--- src/rtl/dac_seq_pkg.sv ---
// dac_seq_pkg
//   Shared definitions for the two-channel DAC write sequencer:
//   sequencer state encoding, default sample width, the idle/reset
//   DAC code and the pin-format conversion.
package dac_seq_pkg;

    localparam int DAC_DW = 14;

    // fmt(0): the code the DAC bus shows after reset.
    localparam logic [DAC_DW-1:0] DAC_RST_CODE = 14'h1FFF;

    typedef enum logic [1:0] {
        IDLE   = 2'd0,
        SLOT_A = 2'd1,
        SLOT_B = 2'd2
    } seq_state_t;

    // Two's complement sample to DAC pin format: MSB kept, lower bits
    // inverted. Applying it twice returns the original sample.
    function automatic logic [DAC_DW-1:0] fmt(input logic [DAC_DW-1:0] d);
        return {d[DAC_DW-1], ~d[DAC_DW-2:0]};
    endfunction

endpackage

--- src/rtl/dac_seq_ctrl_if.sv ---
// dac_seq_ctrl_if
//   Groups the two sample streams and the shared DAC bus.
//   cha_* / chb_* : channel A / B sample streams (dat, vld, rdy)
//   dac_dat       : DAC bus data in pin format
//   dac_sel       : channel select, 0 = A, 1 = B
//   dac_wrt       : write strobe, active-low
//   Modports: slave  = sequencer side (consumes streams, drives DAC bus)
//             master = environment side (produces streams, observes bus)
interface dac_seq_ctrl_if #(
    parameter int DW = 14
);
    logic [DW-1:0] cha_dat;
    logic          cha_vld;
    logic          cha_rdy;
    logic [DW-1:0] chb_dat;
    logic          chb_vld;
    logic          chb_rdy;
    logic [DW-1:0] dac_dat;
    logic          dac_sel;
    logic          dac_wrt;

    modport slave (
        input  cha_dat, cha_vld, chb_dat, chb_vld,
        output cha_rdy, chb_rdy, dac_dat, dac_sel, dac_wrt
    );

    modport master (
        output cha_dat, cha_vld, chb_dat, chb_vld,
        input  cha_rdy, chb_rdy, dac_dat, dac_sel, dac_wrt
    );
endinterface

--- src/rtl/dac_seq_fifo.sv ---
// dac_seq_fifo
//   Small synchronous FIFO, one per DAC channel.
//   clk, srst        : clock, synchronous active-high reset (empties FIFO)
//   push, push_dat   : write request and data; accepted when rdy is high
//   rdy              : not full and not in reset (no bypass on full)
//   pop              : read request; ignored when empty
//   empty, head      : status and oldest entry, valid while not empty
//   The head is read straight from the storage array so the sequencer can
//   pop and use it on the same edge; a sample written at edge k is
//   visible as head from edge k onwards.
module dac_seq_fifo #(
    parameter int DEPTH = 4,
    parameter int DW    = 14
) (
    input  logic          clk,
    input  logic          srst,
    input  logic          push,
    input  logic [DW-1:0] push_dat,
    output logic          rdy,
    input  logic          pop,
    output logic          empty,
    output logic [DW-1:0] head
);
    localparam int AW = $clog2(DEPTH);

    logic [DW-1:0] mem [DEPTH];
    // One extra pointer bit distinguishes full from empty.
    logic [AW:0]   wr_ptr_reg;
    logic [AW:0]   rd_ptr_reg;
    logic          full;
    logic          do_push;
    logic          do_pop;

    assign empty   = (wr_ptr_reg == rd_ptr_reg);
    assign full    = (wr_ptr_reg[AW] != rd_ptr_reg[AW]) &&
                     (wr_ptr_reg[AW-1:0] == rd_ptr_reg[AW-1:0]);
    assign rdy     = ~full & ~srst;
    assign do_push = push & rdy;
    assign do_pop  = pop & ~empty;
    assign head    = mem[rd_ptr_reg[AW-1:0]];

    always_ff @(posedge clk) begin
        if (srst) begin
            wr_ptr_reg <= '0;
            rd_ptr_reg <= '0;
        end else begin
            if (do_push) wr_ptr_reg <= wr_ptr_reg + 1'b1;
            if (do_pop)  rd_ptr_reg <= rd_ptr_reg + 1'b1;
        end
    end

    always_ff @(posedge clk) begin
        if (do_push) mem[wr_ptr_reg[AW-1:0]] <= push_dat;
    end

endmodule

--- src/rtl/dac_seq_ctrl.sv ---
// dac_seq_ctrl
//   Two-channel DAC write sequencer. Buffers channel A/B samples in
//   per-channel FIFOs and writes them to the shared DAC bus in a fixed
//   two-cycle frame (A slot then B slot), converting to pin format.
//   Ports:
//     dac_clk_i, dac_rst_i : clock, synchronous active-high reset
//     en_i                 : run enable (registered before use, frames atomic)
//     clr_i                : clears sticky underrun flags (and counters)
//     bus                  : dac_seq_ctrl_if.slave - sample streams + DAC bus
//     unf_o                : sticky underrun flags, bit 0 = A, bit 1 = B
//     unf_cnt_a_o/_b_o     : saturating underrun counters (optional)
//   Build option: define DAC_SEQ_UNF_CNT_EN to add the underrun counters.
module dac_seq_ctrl
    import dac_seq_pkg::*;
#(
    parameter int FIFO_DEPTH = 4,
    parameter int DW         = DAC_DW
) (
    input  logic                dac_clk_i,
    input  logic                dac_rst_i,
    input  logic                en_i,
    input  logic                clr_i,
    dac_seq_ctrl_if.slave       bus,
    output logic [1:0]          unf_o
`ifdef DAC_SEQ_UNF_CNT_EN
    ,
    output logic [15:0]         unf_cnt_a_o,
    output logic [15:0]         unf_cnt_b_o
`endif
);
    seq_state_t         state_reg, state_next;
    logic               en_reg;
    logic [DW-1:0]      dat_reg, dat_next;
    logic               sel_reg, sel_next;
    logic               wrt_reg, wrt_next;
    logic [1:0]         unf_reg, unf_next;
    logic [1:0][DW-1:0] last_reg, last_next;
    logic [1:0]         unf_evt;
    logic [1:0]         pop;
    logic [1:0]         empty;
    logic [1:0]         rdy;
    logic [DW-1:0]      head [2];
    logic               slot_ch;

    // Index 0 = channel A, index 1 = channel B.
    for (genvar gi = 0; gi < 2; gi++) begin : g_ch
        dac_seq_fifo #(
            .DEPTH (FIFO_DEPTH),
            .DW    (DW)
        ) u_fifo (
            .clk      (dac_clk_i),
            .srst     (dac_rst_i),
            .push     ((gi == 0) ? bus.cha_vld : bus.chb_vld),
            .push_dat ((gi == 0) ? bus.cha_dat : bus.chb_dat),
            .rdy      (rdy[gi]),
            .pop      (pop[gi]),
            .empty    (empty[gi]),
            .head     (head[gi])
        );
    end

    assign bus.cha_rdy = rdy[0];
    assign bus.chb_rdy = rdy[1];
    assign bus.dac_dat = dat_reg;
    assign bus.dac_sel = sel_reg;
    assign bus.dac_wrt = wrt_reg;
    assign unf_o       = unf_reg;

    always_ff @(posedge dac_clk_i) begin
        if (dac_rst_i) begin
            state_reg <= IDLE;
            en_reg    <= 1'b0;
            dat_reg   <= DAC_RST_CODE;
            sel_reg   <= 1'b0;
            wrt_reg   <= 1'b1;
            unf_reg   <= 2'b00;
            last_reg  <= '0;
        end else begin
            state_reg <= state_next;
            en_reg    <= en_i;
            dat_reg   <= dat_next;
            sel_reg   <= sel_next;
            wrt_reg   <= wrt_next;
            unf_reg   <= unf_next;
            last_reg  <= last_next;
        end
    end

    // Slot outputs are computed for the state being entered so they are
    // registered on the same edge as the transition.
    always_comb begin
        state_next = state_reg;
        dat_next   = dat_reg;
        sel_next   = sel_reg;
        wrt_next   = wrt_reg;
        last_next  = last_reg;
        pop        = 2'b00;
        unf_evt    = 2'b00;
        slot_ch    = 1'b0;

        case (state_reg)
            IDLE:    if (en_reg) state_next = SLOT_A;
            SLOT_A:  state_next = SLOT_B;
            SLOT_B:  state_next = en_reg ? SLOT_A : IDLE;
            default: state_next = IDLE;
        endcase

        if (state_next == IDLE) begin
            wrt_next = 1'b1;
        end else begin
            slot_ch  = (state_next == SLOT_B);
            sel_next = slot_ch;
            wrt_next = 1'b0;
            if (!empty[slot_ch]) begin
                pop[slot_ch]       = 1'b1;
                dat_next           = fmt(head[slot_ch]);
                last_next[slot_ch] = head[slot_ch];
            end else begin
                // Underrun: repeat the last sample written on this channel.
                dat_next         = fmt(last_reg[slot_ch]);
                unf_evt[slot_ch] = 1'b1;
            end
        end

        // A new underrun in the clearing cycle still leaves its flag set.
        unf_next = (clr_i ? 2'b00 : unf_reg) | unf_evt;
    end

`ifdef DAC_SEQ_UNF_CNT_EN
    logic [1:0][15:0] unf_cnt_reg;

    always_ff @(posedge dac_clk_i) begin
        if (dac_rst_i) begin
            unf_cnt_reg <= '0;
        end else begin
            for (int i = 0; i < 2; i++) begin
                if (clr_i)
                    unf_cnt_reg[i] <= {15'd0, unf_evt[i]};
                else if (unf_evt[i] && (unf_cnt_reg[i] != 16'hFFFF))
                    unf_cnt_reg[i] <= unf_cnt_reg[i] + 16'd1;
            end
        end
    end

    assign unf_cnt_a_o = unf_cnt_reg[0];
    assign unf_cnt_b_o = unf_cnt_reg[1];
`endif

endmodule
--- src/flat_wrapper.sv ---
// flat-port wrapper written by rule: the top's interface ports become plain ports
module dac_seq_ctrl_flat import dac_seq_pkg::*;
#(
    parameter int FIFO_DEPTH = 4,
    parameter int DW         = DAC_DW
)
  (dac_clk_i, dac_rst_i, en_i, clr_i, unf_o, bus_cha_dat, bus_cha_vld, bus_chb_dat, bus_chb_vld, bus_cha_rdy, bus_chb_rdy, bus_dac_dat, bus_dac_sel, bus_dac_wrt);
  dac_seq_ctrl_if #(.DW(DW)) bus_i ();
  input  logic dac_clk_i;
  input  logic dac_rst_i;
  input  logic en_i;
  input  logic clr_i;
  output logic [1:0] unf_o;
  input wire logic [$bits(bus_i.cha_dat)-1:0] bus_cha_dat;
  input wire logic [$bits(bus_i.cha_vld)-1:0] bus_cha_vld;
  input wire logic [$bits(bus_i.chb_dat)-1:0] bus_chb_dat;
  input wire logic [$bits(bus_i.chb_vld)-1:0] bus_chb_vld;
  output wire logic [$bits(bus_i.cha_rdy)-1:0] bus_cha_rdy;
  output wire logic [$bits(bus_i.chb_rdy)-1:0] bus_chb_rdy;
  output wire logic [$bits(bus_i.dac_dat)-1:0] bus_dac_dat;
  output wire logic [$bits(bus_i.dac_sel)-1:0] bus_dac_sel;
  output wire logic [$bits(bus_i.dac_wrt)-1:0] bus_dac_wrt;
  assign bus_i.cha_dat = bus_cha_dat;
  assign bus_i.cha_vld = bus_cha_vld;
  assign bus_i.chb_dat = bus_chb_dat;
  assign bus_i.chb_vld = bus_chb_vld;
  assign bus_cha_rdy = bus_i.cha_rdy;
  assign bus_chb_rdy = bus_i.chb_rdy;
  assign bus_dac_dat = bus_i.dac_dat;
  assign bus_dac_sel = bus_i.dac_sel;
  assign bus_dac_wrt = bus_i.dac_wrt;
  dac_seq_ctrl #(.FIFO_DEPTH(FIFO_DEPTH), .DW(DW)) u_core (.dac_clk_i(dac_clk_i), .dac_rst_i(dac_rst_i), .en_i(en_i), .clr_i(clr_i), .bus(bus_i), .unf_o(unf_o));
endmodule
--- config.mk ---
export PLATFORM = sky130hd
export DESIGN_NAME = dac_seq_ctrl_flat
export DESIGN_NICKNAME = d
export VERILOG_FILES = /design/src/rtl/dac_seq_pkg.sv /design/src/rtl/dac_seq_ctrl_if.sv /design/src/rtl/dac_seq_fifo.sv /design/src/rtl/dac_seq_ctrl.sv /design/src/flat_wrapper.sv
export SDC_FILE = /design/constraint.sdc
export NUM_CORES = 1
export LEC_CHECK = 0
export ABC_AREA = 1
export CORE_ASPECT_RATIO = 0.8
export CORE_MARGIN = 2
export CORE_UTILIZATION = 57
export DETAILED_ROUTE_END_ITERATION = 8
export PLACE_DENSITY = 0.83
export SETUP_SLACK_MARGIN = 0.5
export SLEW_MARGIN = 20
export SYNTH_ARGS = -nofsm -noshare
export SYNTH_HDL_FRONTEND = slang
export SYNTH_SLANG_ARGS = --single-unit
export TNS_END_PERCENT = 5
--- constraint.sdc ---
create_clock -name dac_clk_i -period 2.35 [get_ports dac_clk_i]
set_input_delay 0.705 -clock dac_clk_i [delete_from_list [all_inputs] [get_ports dac_clk_i]]
set_output_delay 0.705 -clock dac_clk_i [all_outputs]
set_load 0.01 [all_outputs]
==> key figures <==
STA
  – Fin crit share: about nine tenths
  – Skew final: a little over 0.01 ns
  – FMAX: roughly 470 MHz
  – WHS: 0.465 ns
  – Slew @ Worst Pin: approximately 0.52 ns
  – RSZ-0062 raised after global routing: yes
  – Fin. Hold Viols: 0
  – Post-route setup slack: between 0.2 and 0.25 ns
  – Final setup vio count: 0
  – Slew headroom: between 60% and 70%
  – Minimum clock period: 2.15 ns
  – Slew Viols, Final: 0

Routing
  – DRC Markers: 0
  – Routed wire per std cell: between 15 and 20 um
  – DR vias: a little under 6000
  – Pre-antenna DRT Iters: 9
  – Post-DRT Antenna Nets: 0
  – Via density: 5.73
  – DRT iter0 DRCs: approximately 940
  – Total wire length: between 15000 and 20000 um

Worst setup path
  – Critical Path AT: between 1 and 1.5 ns
  – CP cell instances: inv_1 -> nand2_1 -> nand4_1 -> nand2_1 -> inv_2 -> buf_6
  – Crit Path Class: reg2out
  – Setup crit start: u_core.g_ch[1].u_fifo.wr_ptr_reg[2]$_SDFFE_PP0P_
  – Critical Path Stages: 6
  – Crit-path slowest cell: dfxtp_4
  – Startpoint types: flip-flop
  – Worst Path Buf+Inv: 3
  – Crit path top cell by count: nand2_1
  – Reg2reg end: u_core.g_ch[1].u_fifo.wr_ptr_reg[1]$_SDFFE_PP0P_
  – Worst reg-to-reg path cell count: 16
  – Worst path top cell family by delay: flip-flops
  – Reg2reg start: u_core.g_ch[1].u_fifo.wr_ptr_reg[2]$_SDFFE_PP0P_
  – Worst setup endpoint: bus_chb_rdy
  – Worst-path fanout max: 4
  – R2R setup slack: approximately 0.21 ns
  – Max incr delay on CP: between 0.3 and 0.4 ns
  – CP Capture Type: primary output
  – CP required: 1.64 ns

Clocking
  – CTS tree: built
  – Number of CTS-inserted buffers: 17
  – CTS max path bufs: 2
  – Clk Latency, worst-skew pair: between 0.4 and 0.5 ns
  – H-tree depth: 4
  – Root buffer cell: clkbuf_16
  – Clock transition at path regs: about 0.070 ns
  – Hold_buf cts: 0
  – Sink Count: 177

Global route
  – GRT Overall Usage: between 20% and 30%
  – Initial antenna violation count: 0
  – Total gr overflow: 0
  – Pin count of the biggest net entering global routing: 37
  – Number of global-route vias before repair: 5528
  – First-pass GRT wire length: ~29000 um

Yosys
  – Share of Yosys cell area claimed by the top area cell type: around 46%
  – Sequential fraction of the synthesis area: around 63%
  – #FFs+latches synth: 177
  – Mapped Area: roughly 7400 um^2
  – Ys Warns: 0
  – Number of synthesized flops with an enable pin: 112
  – Mapped Cells: roughly 770
  – Synth unique cells: 25
  – Syn Area/Cell: slightly below 10 um^2
  – Post-synthesis net count: just over 800
  – Asr flop ratio synth: 0%
  – Synth Flop Type: edfxtp_1
  – Yosys top cell by area: edfxtp_1
  – Largest cells by area after synthesis: edfxtp_1 (46%), dfxtp_1 (18%), nand2_1 (14%)

Finish
  – Layout cells sized above 1: between 10% and 20%
  – Ant diodes: 0
  – Multi-input gate area in the final layout: ~2400 um^2
  – Commonest non-fill, non-tap cell in the layout: nand2_1
  – # fillers: 816
  – Area delta synth->final: 23.5%
  – Max reg flops: around 110
  – Final nets: a little under 900
  – Most frequent cells in the layout: nand2_1 (262), nand3_1 (114), edfxtp_1 (112), dfxtp_1 (54), clkdlybuf4s50_1 (50)
  – Seq. cell area: ~4700 um^2

Floorplan
  – Row count: 37
  – Die Y: 106 um
  – DIE AREA: approximately 14000 um^2
  – Die W: ~130 um
  – Initial Util: about three fifths
  – Area of the core: approximately 13000 um^2
  – Io pins: 54

Outcome
  – Outcome: finished clean

Placement
  – Routability cong.: 0.851
  – Dpl hpwl: ~11000 um
  – Pre-CTS WS: -0.304 ns
  – IO Port Bufs: between 50 and 60

Worst hold path
  – Hold Crit Class: reg2reg

Power
  – Maximum vdd drop: ~0.74 mV
  – Static leakage: 3.68 nW
  – Pwr/cell area: slightly below 800 nW/um^2

Run
  – Max-Cap Viols: 0
[worst min-delay path by stage]
stage	start	end	slack (ns)	cells after the start
global placement	u_core.last_reg[7]$_SDFFE_PP0P_	u_core.last_reg[7]$_SDFFE_PP0P_	0.45	2
floorplan	u_core.last_reg[4]$_SDFFE_PP0P_	u_core.last_reg[4]$_SDFFE_PP0P_	0.44	2
CTS	u_core.g_ch[0].u_fifo.rd_ptr_reg[2]$_SDFFE_PP0P_	u_core.g_ch[0].u_fifo.rd_ptr_reg[2]$_SDFFE_PP0P_	0.46	2
global route	u_core.g_ch[0].u_fifo.rd_ptr_reg[2]$_SDFFE_PP0P_	u_core.g_ch[0].u_fifo.rd_ptr_reg[2]$_SDFFE_PP0P_	0.48	2
finish	u_core.last_reg[18]$_SDFFE_PP0P_	u_core.last_reg[18]$_SDFFE_PP0P_	0.47	2
detailed placement	u_core.last_reg[20]$_SDFFE_PP0P_	u_core.last_reg[20]$_SDFFE_PP0P_	0.46	2
[metal layers]
metal | wire [um] | part of all wire [%] | GRT usage [%]
met1 | 7360 | 40 | 35.4
met2 | 8750 | 47 | 42.6
met3 | 1710 | 9.2 | 7.41
met4 | 781 | 4.2 | 10.2
met5 | 0 | 0 | 0
[cell families after synthesis]
group           after synthesis  share of synthesized area (%)
compound gates               65                           4.41
flops                       177                           63.2
xor+xnor                      2                          0.237
buf+inv                      85                           5.95
fa+ha+maj                    10                           1.69
simple gates                429                           24.6
[power breakdown]
group	switching, mW	total (mW)	internal (mW)
Clock	1.19	2.96	1.77
Sequential	0.0519	3.46	3.41
Combinational	0.501	0.801	0.300
Total	1.74	7.22	5.48
[synthesized netlist by cell type, types with 3 or more instances]
cell type  number
dfxtp_1        65
nand2_2         3
nor2_1         33
buf_4           9
inv_1          36
nand2_1       268
o21ai_0        18
buf_2          18
a21oi_1        32
nand3_2         3
edfxtp_1      112
o21ai_1        15
buf_6           8
ha_1           10
inv_2          10
nand3_1       116
[area by class of cell]
class                           instances  share of cell area, %
Tap cell                              175                   2.40
Timing Repair Buffer                  102                   11.5
Multi-Input combinational cell        506                   25.9
Clock buffer                           18                   4.70
Clock inverter                         14                   2.06
Inverter                               47                   2.02
Sequential cell                       177                   51.4
[through the flow]
step                      total power, mW  cell area, um^2  util, %  TNS, ns  cells
after floorplan                      3.96             7440        -        0    768
after global placement               4.21             8170     64.2    -6.52    978
after detailed placement             4.24             8170     64.2    -9.36    978
after CTS                            7.18             9030     70.9        0   1037
after global routing                 7.46             9120     71.7        0   1039
final                                7.22             9120     71.7        0   1039
[worst register-to-register path, cell delays in order, from the launching register on]
cell	delay, ns
dfxtp_4	0.38
inv_1	0.07
nand2_1	0.10
nand4_1	0.15
nand2_1	0.12
inv_2	0.07
buf_4	0.13
buf_4	0.13
buf_4	0.13
buf_4	0.12
buf_4	0.12
buf_6	0.11
buf_6	0.11
buf_6	0.10
buf_6	0.11
nand3_2	0.05
nand2_1	0.06
[timing repair]
item,in CTS,in global routing
pin swaps,9,9
resized for setup,34,29
buffers inserted,27,2
endpoints found under the hold margin,0,0
setup endpoints to repair,135,151
Note: power is estimated with default switching activity, not from simulation.
